### src/rtl/alpha_pkg.sv
// Shared types and constants for the alpha gain path: sample widths,
// the combiner FSM state encoding and the linearising scale helper.
package alpha_pkg;

   localparam int DATA_W     = 9;
   localparam int GAIN_SHIFT = 4;
   localparam int OUT_W      = DATA_W + GAIN_SHIFT;

   typedef logic signed [DATA_W-1:0] sample_t;
   typedef logic signed [OUT_W-1:0]  lin_sample_t;

   typedef enum logic {
      TRACK  = 1'b0,
      SETTLE = 1'b1
   } combiner_state_t;

   // Sign-extend a raw sample and, when the analog gain was reduced,
   // multiply by 2^GAIN_SHIFT so both gain modes land on one linear scale.
   // OUT_W is wide enough that neither branch can overflow.
   function automatic lin_sample_t scale_sample(input sample_t s, input logic reduced_gain);
      lin_sample_t ext;
      ext = {{GAIN_SHIFT{s[DATA_W-1]}}, s};
      return reduced_gain ? (ext <<< GAIN_SHIFT) : ext;
   endfunction

endpackage

### src/rtl/alpha_delay_line.sv
// Strobe-gated shift register that delays the alpha decision so it lines
// up with the sample it actually affected, plus a flag marking strobes on
// which the aligned alpha differs from the one used on the previous strobe.
module alpha_delay_line #(
   parameter int DEPTH = 2
) (
   input  logic i_clk,
   input  logic i_rst,
   input  logic i_strobe,
   input  logic i_alpha,
   output logic o_alpha_aligned,
   output logic o_change
);

   logic [DEPTH-1:0] r_stages;
   logic             r_prev_aligned;
   logic             w_aligned;

   assign w_aligned       = r_stages[DEPTH-1];
   assign o_alpha_aligned = w_aligned;
   // Combinational so the combiner can act on the change in the same strobe.
   assign o_change        = i_strobe & (w_aligned ^ r_prev_aligned);

   generate
      if (DEPTH == 1) begin : g_single
         // Single stage: alpha from one strobe governs the next strobe.
         always_ff @(posedge i_clk or posedge i_rst) begin
            if (i_rst)         r_stages <= '0;
            else if (i_strobe) r_stages <= i_alpha;
         end
      end else begin : g_multi
         // Shift alpha towards the oldest stage once per strobe.
         always_ff @(posedge i_clk or posedge i_rst) begin
            if (i_rst)         r_stages <= '0;
            else if (i_strobe) r_stages <= {r_stages[DEPTH-2:0], i_alpha};
         end
      end
   endgenerate

   // Remember the aligned alpha used on this strobe for the next comparison.
   always_ff @(posedge i_clk or posedge i_rst) begin
      if (i_rst)         r_prev_aligned <= 1'b0;
      else if (i_strobe) r_prev_aligned <= w_aligned;
   end

endmodule

### src/rtl/alpha_gain_combiner.sv
// Linearises the dual-gain HDR sample stream: aligns alpha with the data,
// rescales each sample onto one code range, and holds the output while the
// analog front end settles after a gain switch.
//
// Output handshake: there is no backpressure. data_valid is a one-clk pulse
// on the clk after every strobe, and data_out is stable from that edge until
// the next pulse; a consumer simply captures data_out whenever data_valid=1.
module alpha_gain_combiner
   import alpha_pkg::*;
#(
   parameter int ALPHA_DELAY    = 2,
   parameter int SETTLE_SAMPLES = 1
) (
   input  logic              clk,
   input  logic              reset,
   input  logic              enable_sampling,
   input  logic [DATA_W-1:0] hdr_current_value,
   input  logic              alpha,
   output logic [OUT_W-1:0]  data_out,
   output logic              data_valid,
   output logic              alpha_aligned,
   output logic              holding,
   output logic [7:0]        switch_count,
   output logic              dbg_state
);

   // The switch strobe itself is the first held sample, so the counter only
   // tracks the additional held strobes that follow it.
   localparam logic [2:0] SETTLE_RELOAD = (SETTLE_SAMPLES > 0) ? 3'(SETTLE_SAMPLES - 1) : 3'd0;

   combiner_state_t r_state;
   logic [2:0]      r_settle_cnt;
   lin_sample_t     r_data;
   logic            r_valid;
   logic            r_holding;
   logic [7:0]      r_switch_count;

   logic            w_alpha_aligned;
   logic            w_change;
   lin_sample_t     w_scaled;

   alpha_delay_line #(
      .DEPTH (ALPHA_DELAY)
   ) u_delay (
      .i_clk           (clk),
      .i_rst           (reset),
      .i_strobe        (enable_sampling),
      .i_alpha         (alpha),
      .o_alpha_aligned (w_alpha_aligned),
      .o_change        (w_change)
   );

   assign w_scaled = scale_sample(hdr_current_value, w_alpha_aligned);

   // Valid pulse follows each strobe by one clk, regardless of FSM state.
   always_ff @(posedge clk or posedge reset) begin
      if (reset) r_valid <= 1'b0;
      else       r_valid <= enable_sampling;
   end

   // Saturating count of aligned gain changes.
   always_ff @(posedge clk or posedge reset) begin
      if (reset)
         r_switch_count <= 8'd0;
      else if (w_change && (r_switch_count != 8'hFF))
         r_switch_count <= r_switch_count + 8'd1;
   end

   // Track/settle FSM: scale normally, or freeze data_out across a gain switch.
   always_ff @(posedge clk or posedge reset) begin
      if (reset) begin
         r_state      <= TRACK;
         r_settle_cnt <= 3'd0;
         r_data       <= '0;
         r_holding    <= 1'b0;
      end else if (enable_sampling) begin
         case (r_state)
            TRACK: begin
               if (w_change && (SETTLE_SAMPLES > 0)) begin
                  r_state      <= SETTLE;
                  r_settle_cnt <= SETTLE_RELOAD;
                  r_holding    <= 1'b1;
               end else begin
                  r_data    <= w_scaled;
                  r_holding <= 1'b0;
               end
            end
            SETTLE: begin
               if (w_change) begin
                  r_settle_cnt <= SETTLE_RELOAD;
                  r_holding    <= 1'b1;
               end else if (r_settle_cnt == 3'd0) begin
                  r_state   <= TRACK;
                  r_data    <= w_scaled;
                  r_holding <= 1'b0;
               end else begin
                  r_settle_cnt <= r_settle_cnt - 3'd1;
                  r_holding    <= 1'b1;
               end
            end
            default: begin
               r_state   <= TRACK;
               r_holding <= 1'b0;
            end
         endcase
      end
   end

   assign data_out      = r_data;
   assign data_valid    = r_valid;
   assign alpha_aligned = w_alpha_aligned;
   assign holding       = r_holding;
   assign switch_count  = r_switch_count;
   assign dbg_state     = r_state;

endmodule

### config.mk
export PLATFORM = sky130hd
export DESIGN_NAME = alpha_gain_combiner
export DESIGN_NICKNAME = d
export VERILOG_FILES = /design/src/rtl/alpha_pkg.sv /design/src/rtl/alpha_delay_line.sv /design/src/rtl/alpha_gain_combiner.sv
export SDC_FILE = /design/constraint.sdc
export NUM_CORES = 1
export LEC_CHECK = 0
export CAP_MARGIN = 15
export CORE_MARGIN = 1
export CORE_UTILIZATION = 49
export CTS_CLUSTER_SIZE = 20
export DETAILED_ROUTE_END_ITERATION = 7
export MAX_ROUTING_LAYER = met4
export PLACE_DENSITY = 0.82
export SLEW_MARGIN = 15
export SYNTH_ARGS = -nofsm -noshare
export SYNTH_HDL_FRONTEND = slang
export SYNTH_SLANG_ARGS = --single-unit
### constraint.sdc
create_clock -name clk -period 4.22 [get_ports clk]
set_input_delay 0.422 -clock clk [delete_from_list [all_inputs] [get_ports clk]]
set_output_delay 0.422 -clock clk [all_outputs]
set_load 0.02 [all_outputs]
* After elaboration in Yosys (flattened, before gate mapping)
Index checks and enable logic that the tools add are counted.
Operators by class: add/subtract/negate cells 2, eq/ne operators 6, mux-type cells 13, bitwise logic cells 3, reduce and logical (&&, ||, !) cells 4
Operators with widths (count):
- $mux W13 | 3
- $pmux W13 S2 | 1
- $mux W12 | 1
- $mux W3 | 3
- $add A8 B1 Y8 const B | 1
- $ne A8 B8 Y1 const B | 1
- $ne A2 B2 Y1 const B | 3
- $pmux W3 S2 | 1
- $reduce_and A4 Y1 | 1
- $logic_not A3 Y1 | 1
- $mux W1 | 3
- $ne A3 B3 Y1 const B | 1
- $reduce_and A3 Y1 | 1
- $sub A3 B1 Y3 const B | 1
- $ne A2 B1 Y1 const B | 1
- $pmux W1 S2 | 1
- $and A1 B1 Y1 | 1
- $logic_and A1 B1 Y1 | 1
- $not A1 Y1 | 1
- $xor A1 B1 Y1 | 1
Word-level totals: bits in registers 29, input port bits 13, output and inout bits 25, word-level logic and storage cells 35

* Depth between registers and ports, before layout
Gate-level depths: netlist (run 1).
depth after elaboration 4, depth in mapped cells 8, mapped depth without buffers 7

* Cells and area by module
From an unflattened synthesis (run 1), not the netlist that was laid out.
Second synthesis, totals: cell total of the unflattened synthesis 113, area, all modules 1435.1 um^2
Modules (own cells, without submodules):
- alpha_gain_combiner | instances 1, cells each 104, area an instance 1306.3 um^2, seq. area each 650.6 um^2
- alpha_delay_line | instances 1, cells each 9, area an instance 128.9 um^2, seq. area each 75.1 um^2

* Worst setup path before layout (run 1)
Ideal clock, no wire load.
path type reg-to-reg, start register r_settle_cnt[0], end register r_data[0], in the netlist data_out[0], library setup time 121 ps, arrival time 1494 ps, required time 4099 ps, setup slack 2605 ps, cell stages (with the launch flop) 8, path buffers 1, period minus slack after synthesis 1615 ps, cells stage by stage dfrtp_1 -> inv_1 -> ha_1 -> ha_1 -> nor2b_1 -> or3b_4 -> buf_6 -> a22o_1
Between the ends: word-level cells in the longest chain between the ends 3
Ends and longest elaborated chain:
- start: declaration | RTL line alpha_gain_combiner.sv:32 | logic [2:0] r_settle_cnt;
- start signal: assignment | RTL line alpha_gain_combiner.sv:97 | r_settle_cnt <= r_settle_cnt - 3'd1;
- $logic_not A3 Y1 | RTL line alpha_gain_combiner.sv:92 | end else if (r_settle_cnt == 3'd0) begin
- $ne A2 B1 Y1 (no source line)
- $reduce_and A4 Y1 (no source line)
- end signal: assignment | RTL line alpha_gain_combiner.sv:84 | r_data <= w_scaled;
- end signal: assignment | RTL line alpha_gain_combiner.sv:94 | r_data <= w_scaled;
- end: declaration | RTL line alpha_gain_combiner.sv:33 | lin_sample_t r_data;
No other way between the ends. A chain may end at the register's enable or synchronous reset.

* Worst setup path after layout (run 1)
start register u_delay.r_stages[1], end output alpha_aligned
RTL lines:
- start: declaration | RTL line alpha_delay_line.sv:15 | logic [DEPTH-1:0] r_stages;
- start signal: assignment | RTL line alpha_delay_line.sv:35 | else if (i_strobe) r_stages <= {r_stages[DEPTH-2:0], i_alpha};
- end: declaration | RTL line alpha_gain_combiner.sv:21 | output logic alpha_aligned,
No word-level cell between the ends.

==> results of run 1 <==
==> worst max path at each step <==
stage / startpoint / to / cells past startpoint
finish: u_delay.r_stages[1] / alpha_aligned / 1
global route: u_delay.r_stages[1] / alpha_aligned / 1
CTS: u_delay.r_stages[1] / alpha_aligned / 1
detailed placement: enable_sampling / data_out[0] / 3
global placement: enable_sampling / data_out[12] / 3
floorplan: r_settle_cnt[0] / data_out[0] / 7
==> cell type report <==
class,instances,area [µm²]
flip-flops and latches,29,726
inverters,5,18.8
repair buffers,37,370
multi-input cells,76,512
well taps,30,37.5
fillers,202,764
clock buffers,8,48.8
==> layer usage <==
metal	global-route usage (%)	up-vias	wire length (µm)
met3	5.46	9	90
met2	34.8	26	1380
met4	14.5	0	89
met5	-	-	0
met1	27.9	478	1120
li1	-	473	-
==> per-stage QoR <==
step	std cells	cell area (µm²)	total power, µW
2_1_floorplan	115	1290	674
3_3_place_gp	177	1660	874
3_5_place_dp	177	1660	890
4_1_cts	185	1710	1050
5_1_grt	185	1710	1100
6_report	185	1710	1040
==> placed cells by master, fill, tap and decap left out, types with 5 or more instances in the layout <==
master	count
clkbuf_4	5
clkdlybuf4s50_1	37
dfrtp_1	29
mux2_2	7
nand2_1	14
nand3_1	5
o21ai_0	12
xor2_1	6
==> cells by family after synthesis <==
family	Yosys count	share of synthesized area, %
buf+inv	10	4.17
flops	29	56.2
simple gates	35	14.0
mux	11	9.21
xor+xnor	6	4.07
fa+ha+maj	3	2.91
compound gates	21	9.50
==> power by group through the flow <==
stage                     sequential (µW)  combinational [µW]  clock [µW]
after floorplan                       532                 142           0
after global placement                440                 434           0
after detailed placement              444                 446           0
after CTS                             439                 449         161
after global routing                  452                 479         171
final                                 439                 444         157
==> flip-flops by register name (all words and copies together), names as in the netlist <==
signal and cells:
u_delay.r_prev_aligned 1, switch_count 8, u_delay.r_stages 2, r_settle_cnt 3
data_out 13, data_valid 1, holding 1
==> reports/results.ini, run 1 <==
[worst_setup_path]
rrSetupSlack_ns=2.33
worstSetupPathType=reg -> out
critPathSlowestCell=clkdlybuf4s50_1
cp_max_fo=14
r2r_start=u_delay.r_stages[1]
reg2reg_depth=4
timing.critical_path.buf_inv=1
start_kind=flip-flop
r2r_end=switch_count[7]
cp-end-kind=output port
cp_top_family=buffers and inverters
required_ns=3.80
max_stage_delay_ns=0.71
crit_chain=clkdlybuf4s50_1
cp_data_arrival_time_ns=1.70

[die]
initial_core_util_pct=52.1
dieWidth_um=53.3
io_pins=38
rows=18
die_h_um=53.3
die_area_um2=2840
fp.coreArea_um2=2480

[placed_design]
dp_hpwl_um=2000
gp_congestion=0.692
pre_cts_slack_ns=2.16
portBuffers=37

[power]
pwr-share-clk_pct=15.1
power_frac_comb_pct=42.7
switching_share_pct=37.3
p_leak_uw=0.000741
ir_worst_vdd_mv=0.455
p_seq_share_pct=42.2
internal_power_uw=652
powerDensity_nw_per_um2=607
p_sw_uw=388

[logic_synthesis]
synth.most_common_cell=dfrtp_1
synth_area_leaders=dfrtp_1, mux2_2, o21ai_0
synth_edf_count=0
synthFlopType=dfrtp_1
synth_area_um2=1290
synth_common_cells=dfrtp_1, nand2_1, o21ai_0
synth_cell_type_count=26
async_flop_share_pct=100
yosysWarnings=0
seq_area_frac_synth_pct=56.2
synth_top_cell_by_area=dfrtp_1
synth_top_area_share_pct=56.2
syn-instance-count=115
syn_nets=131
avgSynthCellArea_um2=11.2
synth-seq-cells=29

[sta]
clock_skew_ns=0.00573
finalHoldViolations=0
timing.fmax_mhz=471
setup_viol=0
worst_slew_pin_slew_ns=0.757
rsz0062_at_grt=false
setup_slack_ns=2.10
slew_headroom_pct=48.8
setup_tns_ns=0
fin_crit_sh_pct=50.3
whs_ns=0.467
finalMaxSlewViolations=0
min_period_ns=2.12

[layout]
antenna_cells=0
nNetsFinal=170
drive_gt1_share_pct=11.6
finish.utilization_pct=69.1
area_growth_pct=32.7

[global_route]
grt_use_total_pct=23.2
grt_pass1_wl_um=4320
antenna_found_initial=0
grt_pass1_vias=915
overflow=0
grt_max_degree=30

[cts]
clk_pin_slew_ns=0.09
cts-buffers-inserted=5
post_cts_resized=0
cts.path.max_buffers=2
post_cts_buffers=0
clockRootBuffer=clkbuf_4
cts_tree=yes
ctsHoldBuffers=0
cts_sinks=29
ctsHtreeMaxLevel=2
clk_latency_ns=0.32

[detailed_routing]
drt-vias-per-instance=5.33
drc=0
wirelength_um=2680
dr.pass1.iters=4
antenna_left=0
drtIter0Drc=10
vias=986
wire_per_inst_um=14.5

[flow_run]
drv_cap=0

[run_status]
status=finished clean

[hold_path]
hold_class=in -> async

Note: power is estimated with default switching activity, not from simulation.
==> run 2: changes to the inputs <==
--- a/config.mk
+++ b/config.mk
@@ -7,11 +7,11 @@
 export LEC_CHECK = 0
 export CAP_MARGIN = 15
 export CORE_MARGIN = 1
-export CORE_UTILIZATION = 49
+export CORE_UTILIZATION = 41
 export CTS_CLUSTER_SIZE = 20
 export DETAILED_ROUTE_END_ITERATION = 7
 export MAX_ROUTING_LAYER = met4
-export PLACE_DENSITY = 0.82
+export PLACE_DENSITY = 0.74
 export SLEW_MARGIN = 15
 export SYNTH_ARGS = -nofsm -noshare
 export SYNTH_HDL_FRONTEND = slang
==> constraint.sdc (replaced) <==
create_clock -name clk -period 1.9 [get_ports clk]
set_input_delay 0.19 -clock clk [delete_from_list [all_inputs] [get_ports clk]]
set_output_delay 0.19 -clock clk [all_outputs]
set_load 0.02 [all_outputs]
==> reports/results.ini, run 2 (same netlist as run 1, synthesis figures left out) <==
[die]
fp.coreArea_um2=3030  ; was 2480 µm²
die_h_um=58.1  ; was 53.3 µm
rows=20  ; was 18
initial_core_util_pct=42.6  ; was 52.1%
io_pins=38  ; unchanged
dieWidth_um=58.1  ; was 53.3 µm
die_area_um2=3380  ; was 2840 µm²

[layout]
drive_gt1_share_pct=15.1  ; was 11.6%
fillCellCount=253  ; was 202
final_common_cell=clkdlybuf4s50_1  ; unchanged
antenna_cells=0  ; unchanged
final_cell_mix=clkdlybuf4s50_1, dfrtp_1, nand2_1, o21ai_0, mux2_2  ; unchanged
area_growth_pct=38.1  ; was 32.7%
largest_reg_flops=13  ; unchanged
nNetsFinal=174  ; was 170
fin_cells=203  ; was 185

[cts]
cts_sinks=29  ; unchanged
clk_pin_slew_ns=0.09  ; about the same
cts_tree=yes  ; unchanged
post_cts_buffers=0  ; unchanged
cts-buffers-inserted=5  ; unchanged
ctsHtreeMaxLevel=2  ; unchanged
clockRootBuffer=clkbuf_4  ; unchanged
ctsHoldBuffers=0  ; unchanged
cts.path.max_buffers=2  ; unchanged
clk_latency_ns=0.32  ; about the same

[power]
ir_worst_vdd_mv=0.745  ; was 0.455 mV
p_leak_uw=0.000774  ; was 0.000741 µW
power_uw=2390  ; was 1040 µW
powerDensity_nw_per_um2=1340  ; was 607 nW/µm²

[placed_design]
placedCellCount=194  ; was 177
pre_cts_slack_ns=0.105  ; was 2.16 ns
portBuffers=37  ; unchanged
gp_congestion=0.748  ; was 0.692
dp_hpwl_um=2030  ; was 2000 µm

[global_route]
antenna_found_initial=0  ; unchanged
grt_use_total_pct=18.6  ; was 23.2%
grtUsageMet1_pct=23.6  ; was 27.9%
grt_max_degree=30  ; unchanged
grt-busiest-layer=met2  ; unchanged
overflow=0  ; unchanged
grt_pass1_vias=976  ; was 915
grt_pass1_wl_um=4470  ; was 4320 µm
grt_use_met2_pct=27.8  ; was 34.8%
gr-usage-met3_pct=4.02  ; was 5.46%

[sta]
clock_skew_ns=0.00693  ; was 0.00573 ns
setup_slack_ns=0.0995  ; was 2.10 ns
setup_tns_ns=0  ; unchanged
fin_crit_sh_pct=94.8
worst_slew_pin_slew_ns=0.628  ; was 0.757 ns
min_period_ns=1.80
setup_viol=0  ; unchanged
slew_headroom_pct=57.5  ; was 48.8%
finalHoldViolations=0  ; unchanged
whs_ns=0.216  ; was 0.467 ns
finalMaxSlewViolations=0  ; unchanged
rsz0062_at_grt=false  ; unchanged
timing.fmax_mhz=555

[worst_setup_path]
cp-end-kind=flip-flop  ; was output port
r2r_end=data_out[12]  ; was switch_count[7]
rrSetupSlack_ns=0.1  ; was 2.33 ns
cp_data_arrival_time_ns=2.01  ; was 1.70 ns
cp_max_fo=11  ; was 14
reg2reg_depth=6  ; was 4
start_kind=flip-flop  ; unchanged
r2r_start=r_settle_cnt[0]  ; was u_delay.r_stages[1]
required_ns=2.11  ; was 3.80 ns
worstSetupPathType=reg -> reg  ; was reg -> out

[detailed_routing]
wire_per_inst_um=13.6  ; was 14.5 µm
wirelength_um=2750  ; was 2680 µm
antenna_left=0  ; unchanged
vias=979  ; was 986
drt-vias-per-instance=4.82  ; was 5.33
drc=0  ; unchanged
dr.pass1.iters=4  ; unchanged
drtIter0Drc=24  ; was 10

[hold_path]
hold_class=in -> async  ; unchanged

[flow_run]
drv_cap=0  ; unchanged

[run_status]
status=finished clean  ; unchanged

-- run 2: area by class of cell --
class	instances	area, µm²	share of cell area, %
Tap cell	44	55.1	3.09
Sequential cell	29	726	40.7
Inverter	5	18.8	1.05
Clock buffer	7	65.1	3.65
Timing Repair Buffer	40	393	22.0
Clock inverter	1	5.00	0.281
Multi-Input combinational cell	77	520	29.2
-- run 2: per-layer routing --
layer | share of wire (%) | up-vias | wire length, µm
met2 | 50 | 14 | 1380
met4 | 2.0 | 0 | 54
met3 | 2.4 | 5 | 67
met1 | 46 | 481 | 1260
li1 | - | 479 | -
met5 | 0 | - | 0
-- run 2: how the worst max path moves through the flow --
stage,from,end,cells past startpoint
after floorplan,r_settle_cnt[0],data_out[0],7
after global placement,r_settle_cnt[0],data_out[12],6
after CTS,r_settle_cnt[0],data_out[12],6
final,r_settle_cnt[0],data_out[12],6
after detailed placement,r_settle_cnt[0],data_out[12],6
after global routing,r_settle_cnt[0],data_out[12],6
-- run 2: power breakdown --
part           internal, µW  switching, µW
combinational           502            507
sequential              808            159
clock                   214            203
-- run 2: worst max-delay path, cell delays in order (launching register included) --
cell and delay, ns:
dfrtp_1 0.37, inv_1 0.06, ha_1 0.20, ha_1 0.17, nor2b_1 0.29, or3b_4 0.27, mux2_2 0.35
-- run 2: timing repair --
| item | 4_1_cts | 5_1_grt |
|---|---|---|
| hold endpoints to repair | 0 | 0 |
| endpoints found under the setup margin | 0 | 1 |
| gates resized for setup | 0 | 0 |
-- run 2: metrics by stage --
step	cell area [µm²]	utilization (%)
global route	1780	58.9
finish	1780	58.9
detailed placement	1700	56.3
floorplan	1290	-
global placement	1700	56.3
CTS	1770	58.6
